### src/rtl/universal_shift_reg.sv
// ---------------------------------------------------------------------------
// universal_shift_reg
//
// Parametrised universal shift register with a burst engine.
//
// Each step applies one of eight modes to the register:
//    HOLD, SHR (serial in at MSB), SHL (serial in at LSB), LOAD,
//    ROR, ROL, ASR (MSB replicated), CLEAR.
//
// In IDLE a single step is applied on any edge where en is high. A start
// pulse instead launches a burst of burst_len consecutive steps of the mode
// sampled with start. busy is high for the whole burst, and done pulses for
// one cycle when the burst completes.
//
// Ports
//    clk        in   1      clock, rising edge
//    rst        in   1      asynchronous active-high reset
//    en         in   1      single-step enable (IDLE only)
//    mode       in   3      step mode (see mode_e)
//    sin        in   1      serial input for SHR/SHL, sampled every step
//    load_data  in   WIDTH  parallel data for LOAD, sampled every step
//    start      in   1      burst request (IDLE only)
//    burst_len  in   CNT_W  number of burst steps, sampled with start
//    q          out  WIDTH  register contents
//    sout_r     out  1      q[0], the bit leaving on the next SHR/ROR/ASR
//    sout_l     out  1      q[WIDTH-1], the bit leaving on the next SHL/ROL
//    busy       out  1      high while a burst is running
//    done       out  1      one-cycle pulse when a burst completes
// ---------------------------------------------------------------------------
module universal_shift_reg #(
   parameter int WIDTH = 8,
   parameter int CNT_W = 4
) (
   input  logic             clk,
   input  logic             rst,
   input  logic             en,
   input  logic [2:0]       mode,
   input  logic             sin,
   input  logic [WIDTH-1:0] load_data,
   input  logic             start,
   input  logic [CNT_W-1:0] burst_len,
   output logic [WIDTH-1:0] q,
   output logic             sout_r,
   output logic             sout_l,
   output logic             busy,
   output logic             done
);

   typedef enum logic [2:0] {
      M_HOLD  = 3'd0,
      M_SHR   = 3'd1,
      M_SHL   = 3'd2,
      M_LOAD  = 3'd3,
      M_ROR   = 3'd4,
      M_ROL   = 3'd5,
      M_ASR   = 3'd6,
      M_CLEAR = 3'd7
   } mode_e;

   typedef enum logic [1:0] {
      S_IDLE  = 2'd0,
      S_BURST = 2'd1,
      S_DONE  = 2'd2
   } state_e;

   state_e           state_q, state_d;
   logic [WIDTH-1:0] q_q, q_d;
   logic [CNT_W-1:0] cnt_q, cnt_d;
   logic [2:0]       mode_r_q, mode_r_d;
   logic             busy_q, busy_d;
   logic             done_q, done_d;

   // One step of the register for a given mode.
   function automatic logic [WIDTH-1:0] step_f(
      input logic [2:0]       m,
      input logic [WIDTH-1:0] cur,
      input logic             s_in,
      input logic [WIDTH-1:0] ld
   );
      logic [WIDTH-1:0] r;
      r = cur;
      case (mode_e'(m))
         M_HOLD:  r = cur;
         M_SHR:   r = {s_in, cur[WIDTH-1:1]};
         M_SHL:   r = {cur[WIDTH-2:0], s_in};
         M_LOAD:  r = ld;
         M_ROR:   r = {cur[0], cur[WIDTH-1:1]};
         M_ROL:   r = {cur[WIDTH-2:0], cur[WIDTH-1]};
         M_ASR:   r = {cur[WIDTH-1], cur[WIDTH-1:1]};
         M_CLEAR: r = '0;
         default: r = cur;
      endcase
      return r;
   endfunction

   always_ff @(posedge clk or posedge rst) begin
      if (rst) begin
         state_q  <= S_IDLE;
         q_q      <= '0;
         cnt_q    <= '0;
         mode_r_q <= 3'd0;
         busy_q   <= 1'b0;
         done_q   <= 1'b0;
      end else begin
         state_q  <= state_d;
         q_q      <= q_d;
         cnt_q    <= cnt_d;
         mode_r_q <= mode_r_d;
         busy_q   <= busy_d;
         done_q   <= done_d;
      end
   end

   always_comb begin
      state_d  = state_q;
      q_d      = q_q;
      cnt_d    = cnt_q;
      mode_r_d = mode_r_q;

      case (state_q)
         S_IDLE: begin
            if (start) begin
               // A zero-length burst still produces its done pulse.
               if (burst_len == '0) begin
                  state_d = S_DONE;
               end else begin
                  state_d  = S_BURST;
                  mode_r_d = mode;
                  cnt_d    = burst_len;
               end
            end else if (en) begin
               q_d = step_f(mode, q_q, sin, load_data);
            end
         end
         S_BURST: begin
            q_d   = step_f(mode_r_q, q_q, sin, load_data);
            cnt_d = cnt_q - 1'b1;
            if (cnt_q == {{(CNT_W-1){1'b0}}, 1'b1}) begin
               state_d = S_DONE;
            end
         end
         S_DONE: begin
            state_d = S_IDLE;
         end
         default: begin
            state_d = S_IDLE;
         end
      endcase

      // Status flags are registered copies of the next state so that they
      // come straight out of flops.
      busy_d = (state_d == S_BURST);
      done_d = (state_d == S_DONE);
   end

   assign q      = q_q;
   assign sout_r = q_q[0];
   assign sout_l = q_q[WIDTH-1];
   assign busy   = busy_q;
   assign done   = done_q;

endmodule

### config.mk
export PLATFORM = sky130hd
export DESIGN_NAME = universal_shift_reg
export DESIGN_NICKNAME = d
export VERILOG_FILES = /design/src/rtl/universal_shift_reg.sv
export SDC_FILE = /design/constraint.sdc
export NUM_CORES = 1
export LEC_CHECK = 0
export ABC_AREA = 1
export CAP_MARGIN = 20
export CORE_MARGIN = 4
export CORE_UTILIZATION = 40
export CTS_CLUSTER_DIAMETER = 150
export DETAILED_ROUTE_END_ITERATION = 7
export HOLD_SLACK_MARGIN = 0.05
export PLACE_DENSITY = 0.66
export RECOVER_POWER = 50
export SKIP_CTS_REPAIR_TIMING = 1
export SYNTH_ARGS = -nofsm -noshare
export SYNTH_HDL_FRONTEND = slang
export SYNTH_SLANG_ARGS = --single-unit
### constraint.sdc
create_clock -name clk -period 1.7 [get_ports clk]
set_input_delay 0.34 -clock clk [delete_from_list [all_inputs] [get_ports clk]]
set_output_delay 0.34 -clock clk [all_outputs]
set_load 0.01 [all_outputs]
==> results.cfg <==
[outcome]
status = complete, no violations

[final_layout]
areaGrowthSynthToFinish_pct = 31.63
fin_cells = 317
n_fill_cell = 338
final_cell_area_um2 = 1906
seqCellArea_um2 = 484.2
drive_gt1_share_pct = 11.44
final_nets = 294
diodes = 0
multi_input_area_um2 = 825.8
postLayoutCoreUtil_pct = 55.79

[floorplan]
die_h_um = 68.16
initial_core_util_pct = 42.38
die_area_um2 = 4646
num_rows = 21
coreArea_um2 = 3416
die_w_um = 68.16
ios = 32

[sta]
clock_skew_ns = 0.008213
slew_headroom_pct = 28.27
setup_viol = 0
timing.final.ws_setup_ns = 0.07367
fin_crit_ns = 1.626
hold_viol_final = 0
max_freq_ghz = 0.6149
rsz0062_at_grt = false
slew_viol_final = 0
tightestPinTransition_ns = 1.076
min_period_over_period_pct = 95.67

[clock_network]
cts_root_buffer = clkbuf_4
htree_num_levels = 1
cts_buffers = 3
clkTransAtPathRegs_ns = 0.11
clock-sinks = 19
cts_tree = built
cts_buffer_depth = 2
clkLatencyLatePin_ns = 0.31

[worst_hold_path]
holdCritPathClass = flip-flop to flip-flop
hold_start = cnt_q[3]$_DFFE_PP0P_

[worst_setup_path]
crit_chain = clkdlybuf4s50_1
rr_startpoint = state_q[1]$_DFF_PP0_
worst_setup_path_end_kind = output pin
critical_path_depth = 1
crit_path_start_kind = flip-flop
required_ns = 1.36
r2r-end = q[5]$_DFFE_PP0P_
slowest_stage = clkdlybuf4s50_1
critPathTopFamily = buffers and inverters
r2r_slack_ns = 0.19
cp.arrival_ns = 1.29
crit_path_start = q[2]$_DFFE_PP0P_
crit_fanout = 6
path_buf_inv = 1
crit_end = q[2]
r2r_cells = 7
max_stage_delay_ns = 0.55
path_class = flip-flop to output pin

[yosys]
syn_inst = 231
synth.avg_cell_area_um2 = 6.267
netlist.area_leader.share_pct = 32.84
ys_seq_area_share_pct = 32.84
synth_area_leaders = dfrtp_1, nand2_1, nand3_1
yosysUniqueCellTypes = 21
async_reset_ff_share_pct = 100.0
synth_ff_type = dfrtp_1
ys_top_cells_by_count = nand2_1, nand3_1, inv_1
synth_top_cell_by_area = dfrtp_1
ys.warnings.count = 0
synth_edf_count = 0
syn_area_um2 = 1448
synth_nets = 253
ys_seq_elements = 19
yosysMostFrequentCell = nand2_1

[routing]
drc_errors = 0
wl_per_cell_um = 12.17
vias = 1588
routed_wl_mm = 3.859
first_iter_violations = 140
first_pass_iters = 4
ant_nets = 0
via_per_inst = 5.009

[grt]
grt_use_total_pct = 18.91
grt_pass1_vias = 1513
grt_max_degree = 20
grt_overflow = 0
antenna_found_initial = 0
grt_pass1_wl_mm = 6.720

[placed_design]
place_ws_ns = -0.02908
finalWeightedCongestion = 0.8474
io_buffers = 31
dp_hpwl_mm = 2.927
placed_area_um2 = 1864
dp_cells = 312

[job]
max-cap-violations = 0

[power_and_ir_drop]
total_power_mw = 3.324
power_per_cell_area_nw_per_um2 = 1744
irDropWorstVdd_v = 0.0006804
leakagePower_nw = 0.9430
-- layout make-up --
cell class | instances | share of cell area, %
clock buffers | 4 | 1.379
inverters | 26 | 5.253
flip-flops and latches | 19 | 25.41
well taps | 46 | 3.020
repair buffers | 43 | 21.60
multi-input cells | 179 | 43.34
-- state kept, by name, summed over array words and instances (netlist names) --
name / count
state_q: 2
q: 8
busy: 1
mode_r_q: 3
done: 1
cnt_q: 4
-- layout by cell type (no fill, tap or decap) --
master and count:
dlygate4sd3_1 1, nor2_2 1, o211ai_4 1, nand3_1 36
o21ai_0 12, nand4_1 7, nor2_4 1, dfrtp_1 12
buf_4 10, or2_2 1, inv_4 1, dfrtp_2 7
o22ai_1 3, nand3b_1 1, nand2_2 3, a21oi_1 8
ha_1 2, clkbuf_1 2, inv_1 23, clkdlybuf4s50_1 29
inv_2 2, clkbuf_4 3, dlymetal6s2s_1 1, nor2_1 18
nand2_1 85, buf_12 1
-- cell families after synthesis --
group	after synthesis	synth area share [%]
simple gates	153	45.64
buf+inv	33	10.11
compound gates	24	9.681
flops	19	32.84
fa+ha+maj	2	1.728
-- how the worst min path moves through the flow --
stage	slack, ns	end	cells past startpoint
after floorplan	0.29	busy$_DFF_PP0_	1
after global placement	0.47	cnt_q[3]$_DFFE_PP0P_	2
after detailed placement	0.47	cnt_q[3]$_DFFE_PP0P_	2
after CTS	0.37	q[2]$_DFFE_PP0P_	3
after global routing	0.51	cnt_q[3]$_DFFE_PP0P_	2
final	0.49	cnt_q[3]$_DFFE_PP0P_	2
-- where the power goes --
group	switching, mW	internal, mW
Clock	0.149	0.0918
Combinational	1.21	0.920
Sequential	0.263	0.689
Total	1.62	1.70
-- metal layers --
| layer | vias to the layer above | track usage [%] | wire length, µm |
|---|---|---|---|
| li1 | 827 | - | - |
| met2 | 47 | 29.00 | 1709 |
| met3 | 7 | 3.941 | 261 |
| met4 | 0 | 3.970 | 46 |
| met1 | 707 | 27.28 | 1842 |
| met5 | - | 0 | 0 |
-- worst register-to-register path, stage by stage (launching register included) --
cell and delay [ns]:
dfrtp_1 0.39, inv_1 0.08, nand2_1 0.18, buf_4 0.22, o211ai_4 0.28, inv_4 0.10, nand3_1 0.10, nand2_1 0.06
-- through the flow --
step                      setup TNS [ns]  hold slack [ns]
final                                  0           0.4935
after global placement          -0.07294           0.4661
after CTS                       -0.06294           0.3676
after floorplan                        0           0.2911
after global routing                   0           0.5139
after detailed placement        -0.08531           0.4704
Power figures use the tool's default switching activity.
